==> config.mk <==
export PLATFORM = sky130hd
export DESIGN_NAME = acc_ctrl_fsm
export DESIGN_NICKNAME = d
export VERILOG_FILES = /design/src/rtl/acc_ctrl_fsm.sv
export SDC_FILE = /design/constraint.sdc
export NUM_CORES = 1
export LEC_CHECK = 0
export ABC_AREA = 1
export CORE_MARGIN = 10
export CORE_UTILIZATION = 49
export CTS_CLUSTER_DIAMETER = 100
export DETAILED_ROUTE_END_ITERATION = 12
export GPL_ROUTABILITY_DRIVEN = 0
export PLACE_DENSITY = 0.88
export SYNTH_ARGS = -nofsm -noshare
export SYNTH_HDL_FRONTEND = slang
export SYNTH_SLANG_ARGS = --single-unit
==> constraint.sdc <==
create_clock -name CLK -period 1.7 [get_ports CLK]
set_input_delay 0.17 -clock CLK [delete_from_list [all_inputs] [get_ports CLK]]
set_output_delay 0.17 -clock CLK [all_outputs]
set_load 0.005 [all_outputs]
==> src/rtl/acc_ctrl_fsm.sv <==
// acc_ctrl_fsm -- multicycle control unit for the 16-bit accumulator datapath.
//
// Sequences one instruction over 2..5 cycles (FETCH, DECODE, then an
// opcode-specific tail). It drives the ALU operand selects, the ALU
// operation and every register / memory enable.
//
// Ports:
//   CLK, Reset          clock, synchronous active-high reset
//   Opcode[OP_W-1:0]    IR[15:12], valid from DECODE onward
//   Zero                ALU zero flag (combinational, current cycle)
//   SrcA, SrcB, ALUOP   ALU operand selects and operation
//   AddrSrc             memory address select
//   MemRead, MemWrite   memory strobes
//   IRWrite, MDRWrite, ACCWrite, SPWrite, PCWrite   register enables
//   ACCSrc, PCSrc       write-data selects for ACC and PC
//   Halted              high while in HALT
//   State[3:0]          current state encoding (debug)
//   Illegal             sticky illegal-opcode flag (ILLEGAL_TRAP_EN only)
//
// Build option: define ILLEGAL_TRAP_EN to trap opcodes >= 12 into HALT and
// expose the Illegal port. Without it an illegal opcode is a 2-cycle NOP.
//
// Handshake: there is no valid/ready protocol; the datapath follows the
// enables cycle by cycle, and Opcode/Zero are sampled without flow control.
module acc_ctrl_fsm #(
    parameter int OP_W = 4
) (
    input  logic            CLK,
    input  logic            Reset,
    input  logic [OP_W-1:0] Opcode,
    input  logic            Zero,
    output logic [1:0]      SrcA,
    output logic [2:0]      SrcB,
    output logic [2:0]      ALUOP,
    output logic [1:0]      AddrSrc,
    output logic            MemRead,
    output logic            MemWrite,
    output logic            IRWrite,
    output logic            MDRWrite,
    output logic            ACCWrite,
    output logic            SPWrite,
    output logic            PCWrite,
    output logic            ACCSrc,
    output logic            PCSrc,
    output logic            Halted,
`ifdef ILLEGAL_TRAP_EN
    output logic            Illegal,
`endif
    output logic [3:0]      State
);

    typedef enum logic [3:0] {
        S_FETCH   = 4'd0,
        S_DECODE  = 4'd1,
        S_MEM_RD  = 4'd2,
        S_LD_WB   = 4'd3,
        S_EXEC    = 4'd4,
        S_ALU_WB  = 4'd5,
        S_MEM_WR  = 4'd6,
        S_BR      = 4'd7,
        S_SP_DEC  = 4'd8,
        S_PUSH_WR = 4'd9,
        S_POP_RD  = 4'd10,
        S_HALT    = 4'd11
    } state_t;

    typedef struct packed {
        logic [1:0] src_a;
        logic [2:0] src_b;
        logic [2:0] alu_op;
        logic [1:0] addr_src;
        logic       mem_read;
        logic       mem_write;
        logic       ir_write;
        logic       mdr_write;
        logic       acc_write;
        logic       sp_write;
        logic       pc_write;
        logic       pc_write_on_zero;  // BEQZ in BR: PCWrite follows Zero
        logic       acc_src;
        logic       pc_src;
        logic       halted;
    } ctrl_t;

    localparam logic [OP_W-1:0] OP_LOAD  = OP_W'(0);
    localparam logic [OP_W-1:0] OP_STORE = OP_W'(1);
    localparam logic [OP_W-1:0] OP_ADD   = OP_W'(2);
    localparam logic [OP_W-1:0] OP_SUB   = OP_W'(3);
    localparam logic [OP_W-1:0] OP_AND   = OP_W'(4);
    localparam logic [OP_W-1:0] OP_OR    = OP_W'(5);
    localparam logic [OP_W-1:0] OP_ADDI  = OP_W'(6);
    localparam logic [OP_W-1:0] OP_BEQZ  = OP_W'(7);
    localparam logic [OP_W-1:0] OP_JUMP  = OP_W'(8);
    localparam logic [OP_W-1:0] OP_PUSH  = OP_W'(9);
    localparam logic [OP_W-1:0] OP_POP   = OP_W'(10);
    localparam logic [OP_W-1:0] OP_HALT  = OP_W'(11);
    localparam logic [OP_W-1:0] OP_ILLEGAL_MIN = OP_W'(12);

    function automatic state_t next_state(input state_t s, input logic [OP_W-1:0] op);
        state_t n;
        n = S_FETCH;
        case (s)
            S_FETCH:  n = S_DECODE;
            S_DECODE: begin
                case (op)
                    OP_LOAD, OP_ADD, OP_SUB, OP_AND, OP_OR: n = S_MEM_RD;
                    OP_ADDI:           n = S_EXEC;
                    OP_STORE:          n = S_MEM_WR;
                    OP_BEQZ, OP_JUMP:  n = S_BR;
                    OP_PUSH:           n = S_SP_DEC;
                    OP_POP:            n = S_POP_RD;
                    OP_HALT:           n = S_HALT;
`ifdef ILLEGAL_TRAP_EN
                    default:           n = S_HALT;
`else
                    default:           n = S_FETCH;
`endif
                endcase
            end
            S_MEM_RD:  n = (op == OP_LOAD) ? S_LD_WB : S_EXEC;
            S_EXEC:    n = S_ALU_WB;
            S_SP_DEC:  n = S_PUSH_WR;
            S_POP_RD:  n = S_LD_WB;
            S_HALT:    n = S_HALT;
            default:   n = S_FETCH;  // LD_WB, ALU_WB, MEM_WR, BR, PUSH_WR, 12..15
        endcase
        return n;
    endfunction

    // Moore control word for the state being entered. Outputs are registered,
    // so the word is computed from the next state and the current Opcode.
    function automatic ctrl_t ctrl_for(input state_t s, input logic [OP_W-1:0] op);
        ctrl_t c;
        c = '0;
        case (s)
            S_FETCH: begin
                c.mem_read = 1'b1;
                c.ir_write = 1'b1;
                c.pc_write = 1'b1;   // PC <= PC + 2 straight from the ALU
            end
            S_DECODE: begin
                c.src_b = 3'd4;      // PC + (offset << 1) lands in aluOut
            end
            S_MEM_RD: begin
                c.mem_read  = 1'b1;
                c.addr_src  = 2'd1;
                c.mdr_write = 1'b1;
            end
            S_LD_WB: begin
                c.acc_write = 1'b1;
            end
            S_EXEC: begin
                c.src_a = 2'd1;
                c.src_b = (op == OP_ADDI) ? 3'd1 : 3'd2;
                case (op)
                    OP_SUB:  c.alu_op = 3'd1;
                    OP_AND:  c.alu_op = 3'd2;
                    OP_OR:   c.alu_op = 3'd3;
                    default: c.alu_op = 3'd0;
                endcase
            end
            S_ALU_WB: begin
                c.acc_write = 1'b1;
                c.acc_src   = 1'b1;
            end
            S_MEM_WR: begin
                c.mem_write = 1'b1;
                c.addr_src  = 2'd1;
            end
            S_BR: begin
                c.src_a            = 2'd1;
                c.alu_op           = 3'd4;
                c.pc_src           = 1'b1;
                c.pc_write         = (op == OP_JUMP);
                c.pc_write_on_zero = (op == OP_BEQZ);
            end
            S_SP_DEC: begin
                c.src_a    = 2'd2;
                c.alu_op   = 3'd1;
                c.sp_write = 1'b1;
            end
            S_PUSH_WR: begin
                c.mem_write = 1'b1;
                c.addr_src  = 2'd2;
            end
            S_POP_RD: begin
                c.mem_read  = 1'b1;
                c.addr_src  = 2'd2;
                c.mdr_write = 1'b1;
                c.src_a     = 2'd2;
                c.sp_write  = 1'b1;
            end
            S_HALT: begin
                c.halted = 1'b1;
            end
            default: c = '0;
        endcase
        return c;
    endfunction

    state_t w_next;
    state_t r_state;
    ctrl_t  r_ctrl;

    assign w_next = next_state(r_state, Opcode);

    always_ff @(posedge CLK) begin
        if (Reset) begin
            r_state <= S_FETCH;
            r_ctrl  <= ctrl_for(S_FETCH, Opcode);
        end else begin
            r_state <= w_next;
            r_ctrl  <= ctrl_for(w_next, Opcode);
        end
    end

`ifdef ILLEGAL_TRAP_EN
    logic r_illegal;

    always_ff @(posedge CLK) begin
        if (Reset) begin
            r_illegal <= 1'b0;
        end else if (r_state == S_DECODE && Opcode >= OP_ILLEGAL_MIN) begin
            r_illegal <= 1'b1;
        end
    end

    assign Illegal = r_illegal;
`endif

    // Strobes are masked by Reset so nothing is written while it is held,
    // even in the cycle before the reset edge is taken.
    assign SrcA     = r_ctrl.src_a;
    assign SrcB     = r_ctrl.src_b;
    assign ALUOP    = r_ctrl.alu_op;
    assign AddrSrc  = r_ctrl.addr_src;
    assign ACCSrc   = r_ctrl.acc_src;
    assign PCSrc    = r_ctrl.pc_src;
    assign MemRead  = r_ctrl.mem_read  & ~Reset;
    assign MemWrite = r_ctrl.mem_write & ~Reset;
    assign IRWrite  = r_ctrl.ir_write  & ~Reset;
    assign MDRWrite = r_ctrl.mdr_write & ~Reset;
    assign ACCWrite = r_ctrl.acc_write & ~Reset;
    assign SPWrite  = r_ctrl.sp_write  & ~Reset;
    assign PCWrite  = (r_ctrl.pc_write | (r_ctrl.pc_write_on_zero & Zero)) & ~Reset;
    assign Halted   = r_ctrl.halted    & ~Reset;
    assign State    = r_state;

endmodule

==> flow_metrics.env <==
export IMPL_outcome="completed"
export IMPL_cts_made_buffers=3
export IMPL_post_synthesis_cell_type_with_the_largest_combined_area="sky130_fd_sc_hd__dfxtp_1"
export IMPL_clk_insertion_delay_late_ns=0.32
export IMPL_root_buffer_cell="sky130_fd_sc_hd__clkbuf_4"
export IMPL_detailedRoute_firstPassIterationCount=4
export IMPL_grt_first_pass_wirelength_um=4980
export IMPL_final_min_clock_period_ns=1.53
export IMPL_routed_via_density=4.67
export IMPL_synth_compound_gate_area_share=0.0480
export IMPL_timing_critical_path_slowest_stage_cell="sky130_fd_sc_hd__clkdlybuf4s50_1"
export IMPL_timing_max_transition_violations_final=0
export IMPL_critical_path_arrival_ns=1.79
export IMPL_sw_ratio=0.344
export IMPL_cts_max_path_buffers=2
export IMPL_routed_wire_length_per_instance_um=11.3
export IMPL_synth_seq_cells=24
export IMPL_max_freq_ghz=0.655
export IMPL_power_per_cell_area_nw_per_um2=1050
export IMPL_instances_no_fill=245
export IMPL_p_switching_uw=646
export IMPL_synth_xor_area_share=0
export IMPL_postCtsHoldBufs=0
export IMPL_worst_ir_drop_vdd_v=0.000735
export IMPL_ys_seq_area_frac=0.362
export IMPL_p_leak_nw=0.854
export IMPL_drc=0
export IMPL_post_dp_hpwl_um=2320
export IMPL_rsz0062_at_grt="false"
export IMPL_worst_pin_slew_ns=0.392
export IMPL_post_route_cells_drive_above_1_share=0.284
export IMPL_global_route_usage_total=0.114
export IMPL_fin_area_um2=1790
export IMPL_path_cells="clkdlybuf4s50_1, inv_1, buf_4, ha_1, nand2_1, nand2_1, nand2_1, nand2_2, nand3_4, nand2_2, inv_2, nand2_4, a21oi_2"
export IMPL_cp_slowest_stage_delay_ns=0.47
export IMPL_number_of_placed_instances_with_taps_included=241
export IMPL_hold_class="input pin to flop"
export IMPL_totalWireLength_um=2770
export IMPL_cell_row_count=18
export IMPL_data_required_time_of_the_critical_path_ns=1.96
export IMPL_setup_worst_path_class="input pin to flop"
export IMPL_synth_top_cells_by_area="sky130_fd_sc_hd__dfxtp_1 36%, sky130_fd_sc_hd__nand2_1 9.0%, sky130_fd_sc_hd__nor2_1 7.6%, sky130_fd_sc_hd__inv_1 6.8%, sky130_fd_sc_hd__buf_4 5.6%"
export IMPL_via_count=1143
export IMPL_die_width_um=72.1
export IMPL_dieHeight_um=72.1
export IMPL_initial_antenna_violation_count=0
export IMPL_muxShareOfSynthArea=0
export IMPL_post_synth_instance_area_um2=1330
export IMPL_combinationalPowerShare=0.425
export IMPL_number_of_clock_sinks=24
export IMPL_clock_power_share=0.219
export IMPL_ys_warnings_count=0
export IMPL_drt_first_iter_violations=40
export IMPL_grt_pass1_vias=1212
export IMPL_global_route_overflow_total=0
export IMPL_die_area_um2=5190
export IMPL_ys_types=24
export IMPL_fin_nets=229
export IMPL_area_growth_synth_to_final_pct=34.9
export IMPL_synth_net_count=188
export IMPL_initial_util=0.527
export IMPL_clk_transition_reported_paths_ns=0.13
export IMPL_skew_ns=0.00123
export IMPL_hold_slack_ns=0.412
export IMPL_hold_violations=0
export IMPL_worst_r2r_setup_slack_ns=0.28
export IMPL_fraction_of_the_mapped_netlist_area_in_adder_cells=0.0565
export IMPL_port_buffer_count=30
export IMPL_antenna_violating_nets_post_route=0
export IMPL_internal_power_mw=1.23
export IMPL_maxCapViolCount=0
export IMPL_io_pins=31
export IMPL_synth_simple_gate_area_share=0.388
export IMPL_grt_max_degree=15
export IMPL_critPathCaptureType="flop"
export IMPL_dominant_combinational_cell_family_by_area_after_synthesis="simple AND/OR/NAND/NOR gates"
export IMPL_n_antenna_cell=0
export IMPL_htree_levels=1
export IMPL_synth_area_per_cell_um2=7.59
export IMPL_placed_area_um2=1730
export IMPL_relative_max_transition_margin=0.738
export IMPL_netlist_area_leader_share=0.362
export IMPL_post_route_period_util=0.898
export IMPL_synth_cells=175
export IMPL_crit_fanout=5
export IMPL_part_of_the_power_in_registers=0.356
export IMPL_floorplan_core_area_um2=2520
export IMPL_setup_violations_final=0
export IMPL_timing_critical_path_from_type="input pin"
export IMPL_critPathMostFrequentCell="sky130_fd_sc_hd__nand2_1"
export IMPL_cts_tree="done"
## sequential cells by signal (all words and copies together), names as in the netlist
name and flops:
SrcB 3, ACCSrc 1, ALUOP 3, State 4, r_ctrl 8, PCSrc 1, AddrSrc 2, SrcA 2
## worst paths after layout
path | to | cells past startpoint | startpoint
min reg2reg | AddrSrc[0] | 4 | State[1]
max | SrcA[0] | 13 | Opcode[0]
min | r_ctrl[9] | 3 | Reset
max reg2reg | r_ctrl[10] | 7 | State[0]
## placed cells by master, fill, tap and decap left out, drive strengths merged
| master | Yosys | layout |
|---|---|---|
| a21oi | 6 | 6 |
| buf | 10 | 17 |
| bufinv | 0 | 1 |
| clkbuf | 1 | 3 |
| clkdlybuf4s50 | 0 | 29 |
| dfxtp | 24 | 24 |
| dlymetal6s2s | 0 | 1 |
| ha | 6 | 6 |
| inv | 30 | 30 |
| nand2 | 40 | 40 |
| nand3 | 12 | 12 |
| nand3b | 1 | 1 |
| nor2 | 39 | 39 |
| nor3 | 3 | 3 |
| o21ai | 3 | 3 |
## power groups by stage
| stage | combinational (mW) | clock (mW) | sequential, mW |
|---|---|---|---|
| after floorplan | 0.486 | 0 | 0.678 |
| after global placement | 0.770 | 0 | 0.681 |
| after detailed placement | 0.787 | 0 | 0.683 |
| after CTS | 0.792 | 0.419 | 0.670 |
| after global routing | 0.883 | 0.445 | 0.680 |
| final | 0.798 | 0.411 | 0.669 |
## metrics by stage
step / utilization / worst slack, ns / power, mW / TNS, ns
2_1_floorplan: - / 0.423 / 1.16 / 0
3_3_place_gp: 0.685 / -0.148 / 1.45 / -2.10
3_5_place_dp: 0.685 / -0.187 / 1.47 / -2.96
4_1_cts: 0.706 / 0.0218 / 1.88 / 0
5_1_grt: 0.711 / 0.0155 / 2.01 / 0
6_report: 0.711 / 0.173 / 1.88 / 0
## cells in the mapped netlist
library cell and count:
sky130_fd_sc_hd__nand2_1 32, sky130_fd_sc_hd__nor2_1 27, sky130_fd_sc_hd__dfxtp_1 24, sky130_fd_sc_hd__inv_1 24
sky130_fd_sc_hd__buf_4 10, sky130_fd_sc_hd__nand3_1 9, sky130_fd_sc_hd__nor2_2 9, sky130_fd_sc_hd__ha_1 6
sky130_fd_sc_hd__inv_2 5, sky130_fd_sc_hd__nand2_2 5, sky130_fd_sc_hd__a21oi_2 4, sky130_fd_sc_hd__nand2_4 3
sky130_fd_sc_hd__nand3_4 3, sky130_fd_sc_hd__a21oi_1 2, sky130_fd_sc_hd__nor2_4 2, sky130_fd_sc_hd__nor3_2 2
sky130_fd_sc_hd__clkbuf_1 1, sky130_fd_sc_hd__inv_4 1, sky130_fd_sc_hd__nand3b_1 1, sky130_fd_sc_hd__nor2_8 1
sky130_fd_sc_hd__nor3_1 1, sky130_fd_sc_hd__o21ai_0 1, sky130_fd_sc_hd__o21ai_1 1, sky130_fd_sc_hd__o21ai_2 1
## logic make-up (layout without fill, tap and decap cells)
kind of cell	Yosys count	count (layout)
and+or+nand+nor	95	95
buffers and inverters	41	81
DFF	24	24
AOI/OAI and AO/OA	9	9
adders and majority gates	6	6
## repair_timing
action	CTS	global route
gates resized for setup	0	5
buffers inserted	0	0
hold endpoints to repair	0	0
endpoints found under the setup margin	0	12
## metal layers
metal,wire length (um),global-route usage,vias up
li1,-,-,604
met4,66,0.0602,0
met1,1170,0.117,506
met3,160,0.0259,7
met2,1380,0.207,26
met5,0,0,-
## critical path: cells and delay by family
| family | cells | cell delay (ns) |
|---|---|---|
| and+or+nand+nor | 7 | 0.51 |
| buffers and inverters | 4 | 0.77 |
| AOI/OAI and AO/OA | 1 | 0.14 |
| adders and majority gates | 1 | 0.18 |
## area by class of cell
class                   instances  area [um^2]
clock buffers                   3         22.5
clock inverters                 1         30.0
repair buffers                 47          443
multi-input cells             110          664
fillers                       185          729
flip-flops and latches         24          480
inverters                      30          115
well taps                      30         37.5
(Power assumes the default switching activity.)
